===== config.mk =====
export PLATFORM = sky130hd
export DESIGN_NAME = mem_port_arbiter
export DESIGN_NICKNAME = d
export VERILOG_FILES = /design/src/rtl/mem_port_arbiter.sv
export SDC_FILE = /design/constraint.sdc
export NUM_CORES = 1
export LEC_CHECK = 0
export BUFFER_PORTS_ARGS = -buffer_cell sky130_fd_sc_hd__buf_2
export CAP_MARGIN = 20
export CORE_AREA = 2 2 77 79
export DETAILED_ROUTE_END_ITERATION = 7
export DIE_AREA = 0 0 79 81
export GPL_TIMING_DRIVEN = 1
export PLACE_DENSITY = 0.87
export RECOVER_POWER = 25
export SLEW_MARGIN = 30
export SYNTH_ARGS = -nofsm -noshare
export SYNTH_HDL_FRONTEND = slang
export SYNTH_SLANG_ARGS = --single-unit

===== constraint.sdc =====
create_clock -name clk -period 8.1 [get_ports clk]
set_input_delay 2.43 -clock clk [delete_from_list [all_inputs] [get_ports clk]]
set_output_delay 2.43 -clock clk [all_outputs]
set_load 0.05 [all_outputs]

===== src/rtl/mem_port_arbiter.sv =====
// mem_port_arbiter: round-robin arbiter in front of one single-clock memory port.
// Requesters hand over read/write transactions with valid/ready. The winner is
// registered onto the memory port, and read data is routed back to the
// originating requester two cycles after acceptance.
module mem_port_arbiter #(
    parameter int NUM_REQ    = 4,
    parameter int ADDR_WIDTH = 6,
    parameter int DATA_WIDTH = 14
) (
    input  logic                          clk,
    input  logic                          rst,
    input  logic [NUM_REQ-1:0]            req_valid,
    output logic [NUM_REQ-1:0]            req_ready,
    input  logic [NUM_REQ-1:0]            req_write,
    input  logic [NUM_REQ*ADDR_WIDTH-1:0] req_addr,
    input  logic [NUM_REQ*DATA_WIDTH-1:0] req_wdata,
    output logic [NUM_REQ-1:0]            rsp_valid,
    output logic [DATA_WIDTH-1:0]         rsp_rdata,
    output logic [ADDR_WIDTH-1:0]         mem_addr,
    output logic [DATA_WIDTH-1:0]         mem_data_in,
    output logic                          mem_write_en,
    input  logic [DATA_WIDTH-1:0]         mem_data_out
);

    localparam int                PTR_W    = $clog2(NUM_REQ);
    localparam logic [PTR_W:0]    NREQ_EXT = (PTR_W+1)'(NUM_REQ);
    localparam logic [PTR_W-1:0]  LAST_IDX = PTR_W'(NUM_REQ - 1);

    // Per-requester views of the flattened request buses
    logic [NUM_REQ-1:0][ADDR_WIDTH-1:0] addr_v;
    logic [NUM_REQ-1:0][DATA_WIDTH-1:0] wdata_v;

    assign addr_v  = req_addr;
    assign wdata_v = req_wdata;

    logic [PTR_W-1:0] ptr;
    logic [PTR_W-1:0] win_idx;
    logic [PTR_W-1:0] cand_idx;
    logic [PTR_W:0]   cand;
    logic             grant_any;
    logic             win_write;

    logic             rd_pend;
    logic [PTR_W-1:0] rd_tag;

    // Winner search: first valid requester starting at ptr, wrapping modulo NUM_REQ.
    // ptr is always < NUM_REQ, so one conditional subtraction keeps cand in range.
    always_comb begin
        grant_any = 1'b0;
        win_idx   = '0;
        cand      = '0;
        cand_idx  = '0;
        for (int k = 0; k < NUM_REQ; k++) begin
            cand = {1'b0, ptr} + (PTR_W+1)'(k);
            if (cand >= NREQ_EXT)
                cand = cand - NREQ_EXT;
            cand_idx = cand[PTR_W-1:0];
            if (!grant_any && req_valid[cand_idx]) begin
                grant_any = 1'b1;
                win_idx   = cand_idx;
            end
        end
    end

    // One-hot ready to the winner; depends only on req_valid and ptr
    always_comb begin
        req_ready = '0;
        if (grant_any)
            req_ready[win_idx] = 1'b1;
    end

    // Every grant is an acceptance since the winner's valid is already high
    assign win_write = req_write[win_idx];

    // Round-robin pointer: moves just past the accepted requester, holds otherwise
    always_ff @(posedge clk or posedge rst) begin
        if (rst)
            ptr <= '0;
        else if (grant_any)
            ptr <= (win_idx == LAST_IDX) ? '0 : win_idx + 1'b1;
    end

    // Issue stage: register the accepted request onto the memory port and
    // remember which requester a read belongs to
    always_ff @(posedge clk or posedge rst) begin
        if (rst) begin
            mem_addr     <= '0;
            mem_data_in  <= '0;
            mem_write_en <= 1'b0;
            rd_pend      <= 1'b0;
            rd_tag       <= '0;
        end else if (grant_any) begin
            mem_addr     <= addr_v[win_idx];
            mem_data_in  <= wdata_v[win_idx];
            mem_write_en <= win_write;
            rd_pend      <= !win_write;
            if (!win_write)
                rd_tag <= win_idx;
        end else begin
            mem_write_en <= 1'b0;
            rd_pend      <= 1'b0;
        end
    end

    // Response stage, one register per requester lane: fires the cycle the
    // memory read data appears on mem_data_out
    genvar g;
    generate
        for (g = 0; g < NUM_REQ; g++) begin : g_rsp
            logic rsp_q;

            // Lane g claims the response when the pending read carries its tag
            always_ff @(posedge clk or posedge rst) begin
                if (rst)
                    rsp_q <= 1'b0;
                else
                    rsp_q <= rd_pend && (rd_tag == PTR_W'(g));
            end

            assign rsp_valid[g] = rsp_q;
        end
    endgenerate

    // Read data is shared by all requesters and qualified by rsp_valid
    assign rsp_rdata = mem_data_out;

endmodule


==> run metrics <==
outcome=finished, violations left; failing checks=capacitance limit, slew limit; WL final=about 6000 um; nets=approximately 440; commonest non-fill, non-tap cell in the layout=buf_2; final setup vio count=0; crit path buf inv count=4; overall power=slightly above 1 mW; post-synthesis adder-cell area fraction=2.31%; Worst Hold End=mem_data_in[11]; most frequent CP cell=buf_2; initial antenna violation count=0; Synth Register Bits=30; Core Footprint=0.00568 mm2; Yosys top cell area share=34.6%; Mapped Nets=345; vias in the first global route=2069; diodes inserted=0; placed cell areas=0.00267 mm2; DP Worst Slack=roughly 1100 ps; pin count of the biggest net entering global routing=44; post-synthesis mux area share=0.980%; WS Path Type=primary input to output pin; RSZ-0062 raised after global routing=false; clk sinks=30; ANT nets after route=0; Final period util=a little under nine tenths; die area=0.00640 mm2; Slew Limit Fails=31; min-delay src=mem_data_in[11]; fill count=roughly 570; clk_lat worst skew=270 ps; final hold violation count=0; vias per cell=5.33; crit start category=primary input; complex-gate fraction of the synthesized area=39.2%; TritonCTS Buffers=5; Max Fclk=0.143 GHz; CTS tree=built; final worst slack=~1100 ps; xor and xnor area share after synthesis=0%; gpl congestion=roughly 0.82; remaining global-route overflow=0; Site Rows=28; Layout area overhead=27.7%; CTS Hold Bufs=0; sequential element share of the synthesized area=34.6%; clock buffer depth=2; Resized Gates After CTS=0; largest area contributor in the netlist=dfrtp_1; minimum clock period=6990 ps; FF-to-FF End=rd_tag[1]; pin slew with the least headroom to its limit=1630 ps; Yosys Warn Count=0; setup bufs post-CTS=0; Top-Level Pins=147; Max Cap Viol=1; most frequent cells in the layout=buf_2, o21a_1, a211oi_1; Non-Filler Instances=403; Lkg Pwr=between 1 and 1.5 nW; clk root buf=clkbuf_8; Wirelength per Cell=15.0 um; Cell Pwr Density=369 mW/mm2; drt drc=0; Die X=79 um; relative slew slack=-8.80%; Final Util=48.8%; Synth Area in Simple Gates=10.4%; clock skew=just over 3 ps; DRT Pass-1 Iters=4; r2r startpoint=ptr[1]; TNS Setup=0 ps; CP cell instances=buf_2 -> and2b_1 -> a311oi_4 -> buf_4 -> or2_1 -> inv_4 -> ha_1 -> and2_1 -> buf_2; worst hold path type=flop to flop; R2R Setup Slk=about 5600 ps; leading post-synthesis cells by cell area=dfrtp_1, a211oi_1, o21a_1; Worst path max stage delay=430 ps; largest family of logic cells by synthesized area=compound AO/OA/AOI/OAI gates; Hold Crit Depth=2; via count=2150; Final HPWL DP=4430 um; Post-Syn Area=0.00217 mm2; crit-path max FO=43; Crit path required time=roughly 5700 ps; CTS clk-pin slew, worst paths=70 ps; worst-case reg-to-reg path depth=7; Final Hold Slack=approximately 480 ps; Synth Area per Inst=9.15 um2; VDD IR max=0.165 mV; die boundary height=81 um; Syn Inst Count=237; IO buf count=118; critical path capture point type=output pin; crit-path leading delay family=buffers and inverters; Worst EP arrival=approximately 4600 ps; Cell Count Post-Placement=395; gr usage total=19.1%; global-route wire length before repair=around 9600 um; Final Instance Area=around 0.0028 mm2; H-tree levels=2; share of cells above drive strength 1=42.1%; Distinct cells, synth=32; Starting Density=between 30% and 40%; slowest CP cell=buf_4; Detailed Route Iter0 Violations=94
==> where the power goes <==
part / total (mW) / internal (mW) / switching (mW)
logic: 0.617 / 0.174 / 0.443
clock network: 0.140 / 0.0857 / 0.0542
registers: 0.265 / 0.221 / 0.0438
total: 1.02 / 0.481 / 0.541
==> cell usage after synthesis (all sizes together) <==
master,n
a311oi,1
and2,4
nor4,1
a21oi,2
a211oi,42
o32ai,1
and2b,1
nor2,5
a2bb2oi,1
or4,1
ha,4
mux2i,1
mux2,1
and3,2
inv,5
nor3b,2
nor3,2
nand2b,2
o21a,41
nand2,25
a2111oi,1
buf,25
clkbuf,15
or2,2
dfrtp,30
o31ai,20
==> worst max path at each step <==
stage,start,to,slack (ps),cells past startpoint
6_report,req_valid[2],req_ready[2],1110,9
5_1_grt,req_valid[2],req_ready[2],960,9
4_1_cts,req_valid[2],req_ready[2],1090,9
3_5_place_dp,req_valid[2],req_ready[2],1090,9
3_3_place_gp,req_valid[2],req_ready[3],1200,9
2_1_floorplan,req_valid[2],req_ready[1],1740,6
==> sequential cells by signal, summed over array words and instances, names as in the netlist <==
name / flops
mem_data_in: 14
rd_tag: 2
g_rsp.rsp_q: 4
mem_write_en: 1
ptr: 2
mem_addr: 6
rd_pend: 1
==> layout make-up <==
cell class | instances | area [um2] | area share (%)
Clock buffer | 8 | 110 | 3.97
Inverter | 5 | 21.3 | 0.767
Multi-Input combinational cell | 162 | 1170 | 42.3
Sequential cell | 30 | 751 | 27.1
Timing Repair Buffer | 123 | 624 | 22.5
Tap cell | 75 | 93.8 | 3.39
==> cells by family (layout without fill, tap and decap cells) <==
group | after synthesis | count (layout)
AND/OR/NAND/NOR | 47 | 47
multiplexers | 2 | 2
flip-flops | 30 | 30
buffers and inverters | 45 | 136
adder cells (fa/ha/maj) | 4 | 4
AO/OA/AOI/OAI | 109 | 109
==> metal layers <==
layer	vias to the layer above	part of all wire (%)	global-route usage, %
li1	1043	-	-
met3	8	8.3	5.22
met1	990	41	22.2
met4	0	1.1	5.69
met5	-	0	0
met2	109	50	34.5
==> tightest hold or removal path, cell delays in order, from the launching register on <==
cell     delay (ps)
dfrtp_1         340
nand2_1          50
o31ai_1          50
No activity file was read; power rests on OpenSTA's default activity.
